### src/rtl/seg_scan_driver.sv
// seg_scan_driver: self-timed multiplexed seven-segment display driver.
// The driver owns a refresh prescaler, a digit counter and a blink frame
// counter. Each digit slot is resolved in this order: blanking, blink,
// not-ready hold pattern, then the caller's digit pattern. The resolved
// slot is then gated by a 16-level brightness duty. All pin-facing
// outputs are registered. digit_idx and frame_tick are registered in the
// same cycle as sseg and AN, so they line up with the digit being driven.
module seg_scan_driver #(
    parameter int                    NUM_DIGITS   = 8,
    parameter int                    SEG_W        = 7,
    parameter int                    DIV_LOG2     = 17,
    parameter int                    BLINK_FRAMES = 64,
    parameter logic [SEG_W-1:0]      BLANK_PAT    = 7'b111_1111,
    parameter logic [SEG_W-1:0]      HOLD_PAT     = 7'b000_0001,
    parameter logic [NUM_DIGITS-1:0] HOLD_MASK    = 8'b1100_0000,
    localparam int                   IDX_W        = (NUM_DIGITS > 1) ? $clog2(NUM_DIGITS) : 1
) (
    input  logic                        clk,
    input  logic                        reset,
    input  logic                        enable,
    input  logic [NUM_DIGITS*SEG_W-1:0] digits,
    input  logic [NUM_DIGITS-1:0]       blank_mask,
    input  logic [NUM_DIGITS-1:0]       blink_mask,
    input  logic [3:0]                  bright,
    input  logic                        ready,
    output logic [SEG_W-1:0]            sseg,
    output logic [NUM_DIGITS-1:0]       AN,
    output logic [IDX_W-1:0]            digit_idx,
    output logic                        frame_tick
);

    localparam int FRM_W = (BLINK_FRAMES > 1) ? $clog2(BLINK_FRAMES) : 1;

    localparam logic [DIV_LOG2-1:0] PRE_ONES = {DIV_LOG2{1'b1}};
    localparam logic [IDX_W-1:0]    IDX_LAST = IDX_W'(NUM_DIGITS - 1);
    localparam logic [FRM_W-1:0]    FRM_LAST = FRM_W'(BLINK_FRAMES - 1);

    // ------------------------------------------------------------------
    // Counter state
    // ------------------------------------------------------------------
    logic [DIV_LOG2-1:0] prescaler_r;
    logic [IDX_W-1:0]    idx_r;
    logic [FRM_W-1:0]    frame_cnt_r;
    logic                blink_phase_r;

    logic [DIV_LOG2-1:0] prescaler_nxt_s;
    logic [IDX_W-1:0]    idx_nxt_s;
    logic [FRM_W-1:0]    frame_cnt_nxt_s;
    logic                blink_phase_nxt_s;

    logic                pre_wrap_s;
    logic                idx_last_s;
    logic                frame_last_s;
    logic                tick_s;

    // ------------------------------------------------------------------
    // Slot resolution signals
    // ------------------------------------------------------------------
    logic [SEG_W-1:0]      dig_sel_s;
    logic                  blank_sel_s;
    logic                  blink_sel_s;
    logic                  hold_sel_s;
    logic [NUM_DIGITS-1:0] an_lit_s;
    logic [3:0]            phase_s;
    logic                  bright_ok_s;
    logic [SEG_W-1:0]      sseg_s;
    logic [NUM_DIGITS-1:0] an_s;

    // ------------------------------------------------------------------
    // Output registers
    // ------------------------------------------------------------------
    logic [SEG_W-1:0]      sseg_r;
    logic [NUM_DIGITS-1:0] an_r;
    logic [IDX_W-1:0]      digit_idx_r;
    logic                  frame_tick_r;

    assign pre_wrap_s   = (prescaler_r == PRE_ONES);
    assign idx_last_s   = (idx_r == IDX_LAST);
    assign frame_last_s = (frame_cnt_r == FRM_LAST);
    // The scan wraps on the last cycle of the last digit. Only enabled
    // cycles count, so no wrap occurs while the counters are frozen.
    assign tick_s       = enable & pre_wrap_s & idx_last_s;

    // Brightness phase is the top nibble of the prescaler. Each slot is
    // therefore split into 16 equal sub-periods.
    assign phase_s      = prescaler_r[DIV_LOG2-1 -: 4];
    assign bright_ok_s  = (phase_s <= bright);

    // Compute the next values of the prescaler, digit, frame and blink counters.
    always_comb begin
        prescaler_nxt_s   = prescaler_r;
        idx_nxt_s         = idx_r;
        frame_cnt_nxt_s   = frame_cnt_r;
        blink_phase_nxt_s = blink_phase_r;
        if (enable) begin
            prescaler_nxt_s = prescaler_r + DIV_LOG2'(1'b1);
            if (pre_wrap_s) begin
                if (idx_last_s) begin
                    idx_nxt_s = {IDX_W{1'b0}};
                    if (frame_last_s) begin
                        frame_cnt_nxt_s   = {FRM_W{1'b0}};
                        blink_phase_nxt_s = ~blink_phase_r;
                    end else begin
                        frame_cnt_nxt_s   = frame_cnt_r + FRM_W'(1'b1);
                    end
                end else begin
                    idx_nxt_s = idx_r + IDX_W'(1'b1);
                end
            end else begin
                idx_nxt_s = idx_r;
            end
        end else begin
            prescaler_nxt_s = prescaler_r;
        end
    end

    // Counter state register: synchronous reset, frozen while disabled.
    always_ff @(posedge clk) begin
        if (reset) begin
            prescaler_r   <= {DIV_LOG2{1'b0}};
            idx_r         <= {IDX_W{1'b0}};
            frame_cnt_r   <= {FRM_W{1'b0}};
            blink_phase_r <= 1'b0;
        end else begin
            prescaler_r   <= prescaler_nxt_s;
            idx_r         <= idx_nxt_s;
            frame_cnt_r   <= frame_cnt_nxt_s;
            blink_phase_r <= blink_phase_nxt_s;
        end
    end

    // Select the current digit's pattern and mask bits. The select uses a
    // constant-index loop, so a non-power-of-2 digit count never indexes
    // out of range.
    always_comb begin
        dig_sel_s   = BLANK_PAT;
        blank_sel_s = 1'b0;
        blink_sel_s = 1'b0;
        hold_sel_s  = 1'b0;
        for (int i = 0; i < NUM_DIGITS; i++) begin
            if (idx_r == IDX_W'(i)) begin
                dig_sel_s   = digits[i*SEG_W +: SEG_W];
                blank_sel_s = blank_mask[i];
                blink_sel_s = blink_mask[i];
                hold_sel_s  = HOLD_MASK[i];
            end else begin
                dig_sel_s   = dig_sel_s;
            end
        end
    end

    // Decode the anode for the current digit. Digit i drives
    // AN[NUM_DIGITS-1-i], so digit 0 is the leftmost position.
    always_comb begin
        an_lit_s = {NUM_DIGITS{1'b1}};
        for (int i = 0; i < NUM_DIGITS; i++) begin
            an_lit_s[NUM_DIGITS-1-i] = (idx_r == IDX_W'(i)) ? 1'b0 : 1'b1;
        end
    end

    // Resolve the slot content in priority order, then apply brightness gating.
    always_comb begin
        sseg_s = BLANK_PAT;
        an_s   = {NUM_DIGITS{1'b1}};
        if (blank_sel_s) begin
            sseg_s = BLANK_PAT;
            an_s   = {NUM_DIGITS{1'b1}};
        end else if (blink_sel_s && blink_phase_r) begin
            sseg_s = BLANK_PAT;
            an_s   = {NUM_DIGITS{1'b1}};
        end else if (!bright_ok_s) begin
            sseg_s = BLANK_PAT;
            an_s   = {NUM_DIGITS{1'b1}};
        end else if (hold_sel_s && !ready) begin
            sseg_s = HOLD_PAT;
            an_s   = an_lit_s;
        end else begin
            sseg_s = dig_sel_s;
            an_s   = an_lit_s;
        end
    end

    // Output register. It goes dark while disabled and keeps digit_idx
    // on the frozen position.
    always_ff @(posedge clk) begin
        if (reset) begin
            sseg_r       <= BLANK_PAT;
            an_r         <= {NUM_DIGITS{1'b1}};
            digit_idx_r  <= {IDX_W{1'b0}};
            frame_tick_r <= 1'b0;
        end else if (!enable) begin
            sseg_r       <= BLANK_PAT;
            an_r         <= {NUM_DIGITS{1'b1}};
            digit_idx_r  <= idx_r;
            frame_tick_r <= 1'b0;
        end else begin
            sseg_r       <= sseg_s;
            an_r         <= an_s;
            digit_idx_r  <= idx_r;
            frame_tick_r <= tick_s;
        end
    end

    assign sseg       = sseg_r;
    assign AN         = an_r;
    assign digit_idx  = digit_idx_r;
    assign frame_tick = frame_tick_r;

endmodule

### config.mk
export PLATFORM = sky130hd
export DESIGN_NAME = seg_scan_driver
export DESIGN_NICKNAME = d
export VERILOG_FILES = /design/src/rtl/seg_scan_driver.sv
export SDC_FILE = /design/constraint.sdc
export NUM_CORES = 1
export LEC_CHECK = 0
export CAP_MARGIN = 15
export CORE_MARGIN = 1.5
export CORE_UTILIZATION = 46
export CTS_BUF_LIST = sky130_fd_sc_hd__clkbuf_4
export CTS_CLUSTER_DIAMETER = 100
export DETAILED_ROUTE_END_ITERATION = 12
export PLACE_DENSITY_LB_ADDON = 0.12
export SYNTH_ARGS = -nofsm -noshare
export SYNTH_HDL_FRONTEND = slang
export SYNTH_SLANG_ARGS = --single-unit
### constraint.sdc
create_clock -name clk -period 2.85 [get_ports clk]
set_input_delay 0.285 -clock clk [delete_from_list [all_inputs] [get_ports clk]]
set_output_delay 0.285 -clock clk [all_outputs]
set_load 0.01 [all_outputs]
After elaboration in Yosys (flattened, before gate mapping)
Index checks and enable logic that the tools add are counted.
W data, S select, Z words.
Storage, ports and cells
  word-level logic and storage cells: 74
  register bits: 46
  output and inout bits: 19
  bits of input ports: 80
Cells by class
  eq/ne operators: 9
  reductions and logical operators: 10
  order comparisons: 1
  $add $sub $neg: 3
  multiplexer cells: 37
  bitwise gates (word level): 5
Operator list (count)
  $mux W7: 9
  $mux W1: 26
  $add A17 B1 Y17 const B: 1
  $eq A17 B17 Y1 const B: 1
  $eq A3 B3 Y1 const B: 4
  $add A6 B1 Y6 const B: 1
  $eq A3 B2 Y1 const B: 2
  $eq A6 B6 Y1 const B: 1
  $mux W6: 1
  $reduce_or A6 Y1: 1
  $reduce_or A5 Y1: 1
  $le A4 B4 Y1: 1
  $reduce_and A4 Y1: 1
  $add A3 B1 Y3 const B: 1
  $eq A3 B1 Y1 const B: 1
  $logic_not A3 Y1: 1
  $mux W3: 1
  $not A1 Y1: 3
  $reduce_and A3 Y1: 1
  $and A1 B1 Y1: 2
  $logic_and A1 B1 Y1: 2
  $reduce_and A2 Y1: 1
  $reduce_or A2 Y1: 1
  $logic_not A1 Y1: 1

Logic depth before layout (Yosys ltp)
  depth after elaboration: 11
  gate-level depth with buffers: 12
  gate-level depth less buffers: 10

Least setup slack after synthesis
Ideal clock, no wire load.
  kind: reg2reg
  from: register idx_r[2]
  to: register an_r[5], in the netlist AN[5]
  period minus slack after synthesis: 2.320 ns
  required time: 2.712 ns
  arrival: 2.182 ns
  setup time: 0.138 ns
  cell stages (with the launch flop): 13
  buffers on the path: 4
  setup slack: 0.530 ns
  path through: dfxtp_1 -> inv_1 -> clkbuf_1 -> ha_1 -> clkbuf_1 -> inv_1 -> clkbuf_1 -> nor2_1 -> a31oi_1 -> o21ai_0 -> a211oi_2 -> buf_4 -> nand3_1
On the way
  word-level cells in the longest chain between the ends: 11
  elaborated cells on any way between the ends: 27
  those cells by class: eq/ne (7); mux (17); reduce/logical (3)
RTL lines
  start: declaration: line 42  | logic [IDX_W-1:0] idx_r;
  start signal: assignment: line 121  | idx_r <= {IDX_W{1'b0}};
  start signal: assignment: line 126  | idx_r <= idx_nxt_s;
  $logic_not A3 Y1: line 141  | if (idx_r == IDX_W'(i)) begin
  $mux W1 (8 in a row): line 141
  $logic_and A1 B1 Y1: line 168  | end else if (blink_sel_s && blink_phase_r) begin
  $reduce_or A5 Y1 (no source line)
  end signal: assignment: line 188  | an_r <= {NUM_DIGITS{1'b1}};
  end signal: assignment: line 193  | an_r <= {NUM_DIGITS{1'b1}};
  end signal: assignment: line 198  | an_r <= an_s;
  end: declaration: line 73  | logic [NUM_DIGITS-1:0] an_r;
Several ways; a longest one is shown, not always the timed one.
A chain may end at the register's enable or synchronous reset.

Final worst setup path
  from: register idx_r[1]
  to: register sseg_r[6], in the netlist sseg[6]
On the way
  word-level cells in the longest chain between the ends: 11
  elaborated cells on any way between the ends: 38
  those cells by class: eq/ne (7); mux (27); reduce/logical (4)
RTL lines
  $logic_not A3 Y1: line 141
  $mux W1 (8 in a row): line 141
  $logic_and A1 B1 Y1: line 168
  $reduce_or A5 Y1 (no source line)
  end signal: assignment: line 197  | sseg_r <= sseg_s;
  end: declaration: line 72  | logic [SEG_W-1:0] sseg_r;
Several ways; a longest one is shown, not always the timed one.

==> results.txt <==
Dividing the detail-routed via count by the number of cells gives 5.65. The logs give 59.9% for the worst slew margin relative to its limit and 0.00369 mm2 for the post-layout instance area. Per report_power, the clock group accounts for 26.9% of the total. For this run, design rule violations remaining after detail routing come to 0. The run gives 397 MHz as the maximum frequency from static timing analysis. The path category of the worst min-delay check is reg -> reg. The largest single stage delay on the critical path is 540 ps. The tools report the number of buffers created by CTS as 5. Across the run, the number of max-cap violations was 0. The floorplan step defined a core boundary enclosing 0.00547 mm2.

Net switching is 23.8% of the power. Total negative slack: 0 ps. The worst supply voltage drop on vdd is 322 uV, and the floorplan die height is 78.2 um. The largest total area in the synthesized netlist belongs to dfxtp_1. The number of register bits inferred by synthesis was 46. The post-synthesis average cell area came out at 7.54 um2.

The part of the total power dissipated in sequential elements was 56.9%; the period utilization was 88.4%. The Yosys step of the flow raised 0 warnings. For the maximum count of clock buffers along a single path, the log shows 2. Data on the critical path is required at its endpoint by 3080 ps.

The share of final-layout standard cells stronger than drive strength 1 works out to 5.03%. In this run the post-CTS setup repair buffer count came out at 0. Clock-pin slew of the registers on the worst-case setup and hold paths: 130 ps.

STA classifies the critical path startpoint as a register. The number of port buffers works out to 98. The first detailed-routing pass ran for 5 iterations. After clock tree synthesis, the repair step resized 0 gates. The number of nets handed over by synthesis was 438.

The routed design could run at a clock period as short as 2520 ps. The most common cell in the netlist was nor2_1. The tools report the total leakage power as 1.38 nW. The floorplan step set the die width to 78.2 um.

After technology mapping, the gate count stands at 345. The number of failing hold endpoints at the final stage was 0. In the post-synthesis netlist, the biggest area contributors are dfxtp_1, nor2_1, ha_1, a21oi_1, nand2_1. In the synthesized netlist, the cells that appear most often are nor2_1, dfxtp_1, nand2_1. Along the worst path, the maximum fanout reaches 18. The internal power of the cells totals 0.000875 W. In the final layout, the multi-input gates occupy 0.00151 mm2. Data on the critical path arrives at its endpoint at 2750 ps. Global routing used 26.5% of the available tracks across all layers. Traced cell by cell, the critical path runs through inv_1 -> ha_1 -> clkinv_1 -> o21ai_0 -> a21oi_1 -> a211oi_2 -> buf_4 -> o311ai_0. The tools report the net switching power as 0.000273 W.

Buffer cell driving the clock tree root: clkbuf_4. Relative area change from synthesis to final layout: 42.0%. The run gives 0 as the count of hold buffers inserted by post-cts repair. The tools report the detailed-route via count as 2,877.

The fraction of post-synthesis cell area in the top cell type by area was 35.4%. The initial standard-cell utilization of the core was 47.6%; the power density over the cells was 311 mW/mm2. The category of the most critical setup path is reg -> reg. The worst setup path is captured at a register. For this run, the leading register cell type out of synthesis is dfxtp_1.

Combinational logic is responsible for 16.2% of the overall power. Fill cells in the final layout number 484. The total congestion overflow after global routing came out at 0.

Number of max-slew violations in the final report: 0. The number of global-route vias before repair is 2,650, and the share of the yosys chip area belonging to registers is 35.4%. Entering global routing, the biggest net connects 30 pins. Cell count after placement: 502.

For this design, the slowest cell found on the critical path is ha_1. Setup violations remaining at the end of the flow were counted as 0. The H-tree was split into 2 levels.

For this run, the post-layout net count is 530. Once detail routing completed, the nets flagged for antenna violations numbered 0. For the number of top-level design ports, the log shows 99. The half-perimeter wire length after detailed placement came out at 6120 um. Setup repair after global routing left no endpoint under its margin. The run gives 509 as the non-filler instance count after layout. The global-route wire length before repair was 12,900 um; the clock sink total was 46. In this run, synthesis inferred 0 flip-flops with an integrated enable.

The sequential standard cell area was 921 um2. TritonCTS built the clock tree. For the worst-skew pair, the clock arrives at the later sink with an insertion delay of 360 ps. After layout, the design draws a total of 0.00115 W.

The area after detailed placement was 0.00364 mm2; the die area was 0.00612 mm2. The initialized floorplan defines 27 standard-cell rows. The wire length per cell was 15.8 um; the violation count after the first detailed-route iteration was 199. The tools report the initial antenna violation count as 0. Counting distinct cell types in the post-synthesis netlist gives 42. The flow ran to the end, and the final reports show no timing, DRC or antenna violations. The tools report the largest clock skew in the final design as 8.41 ps. The netlist area before placement came out at 0.00260 mm2. The fraction of synthesis flops using an asynchronous set or reset pin was 0%. Final antenna diode count: 0. The slew of the pin with the lowest slew margin was 601 ps.

Routability-driven placement finished with a final weighted congestion of 0.899. The tools report the detailed-route wire length as 8050 um.
==> sequential cells by signal, summed over array words and instances, names as in the netlist <==
name and flops:
AN 8, frame_cnt_r 6, prescaler_r 17, sseg 7, idx_r 3, blink_phase_r 1
digit_idx 3, frame_tick 1
==> cells by family after synthesis <==
group	synth area share (%)
adder cells (fa/ha/maj)	6.25
flip-flops	35.4
multiplexers	1.15
AO/OA/AOI/OAI	22.2
buffers and inverters	6.68
AND/OR/NAND/NOR	22.6
XOR/XNOR	5.72
==> power by group through the flow <==
stage	registers, W	clock network, W	logic, W
2_1_floorplan	0.000669	0	0.0000464
3_3_place_gp	0.000668	0	0.000181
3_5_place_dp	0.000668	0	0.000183
4_1_cts	0.000654	0.000314	0.000184
5_1_grt	0.000655	0.000343	0.000198
6_report	0.000654	0.000309	0.000186
==> final timing paths <==
kind / cells after the start / endpoint / slack [ps] / start
max: 8 / sseg[6]$_SDFF_PP1_ / 330 / idx_r[1]$_SDFFE_PP0P_
min: 2 / prescaler_r[12]$_SDFFE_PP0P_ / 490 / prescaler_r[12]$_SDFFE_PP0P_
max reg2reg: 8 / sseg[6]$_SDFF_PP1_ / 330 / idx_r[1]$_SDFFE_PP0P_
min reg2reg: 2 / prescaler_r[12]$_SDFFE_PP0P_ / 490 / prescaler_r[12]$_SDFFE_PP0P_
==> cells in the final DEF (no fill, tap or decap), types with 6 or more instances in the layout <==
cell type,n
o21ai_0,20
clkdlybuf4s50_1,98
ha_1,13
xnor2_1,6
nand3_1,17
clkbuf_4,6
xor2_1,11
nand4_1,7
a221oi_1,8
buf_4,10
dfxtp_1,46
nand2_1,38
inv_1,17
a21oi_1,32
nor2_1,48
==> area by class of cell <==
class | count | share of cell area [%]
inverters | 18 | 1.83
multi-input cells | 258 | 40.8
clock inverters | 1 | 0.203
clock buffers | 6 | 1.22
flip-flops and latches | 46 | 24.9
well taps | 72 | 2.44
repair buffers | 108 | 28.6
==> routing by layer <==
layer	global-route usage, %	vias to the layer above	part of all wire [%]
li1	-	1386	-
met1	36.4	1318	44
met2	41.1	158	45
met3	5.93	15	9.6
met4	8.57	0	2.0
met5	0	-	0
==> critical path: cells and delay by family, from the launching register on <==
family,cells,cell delay [ps]
compound gates,4,750
buf+inv,3,730
fa+ha+maj,1,540
flops,1,370
==> per-stage QoR <==
stage,setup slack [ps],hold slack (ps),util [%]
floorplan,530,454,-
global placement,390,468,66.6
detailed placement,304,480,66.6
CTS,338,499,67.5
global route,155,531,67.5
finish,331,489,67.5
(Power assumes the default switching activity.)
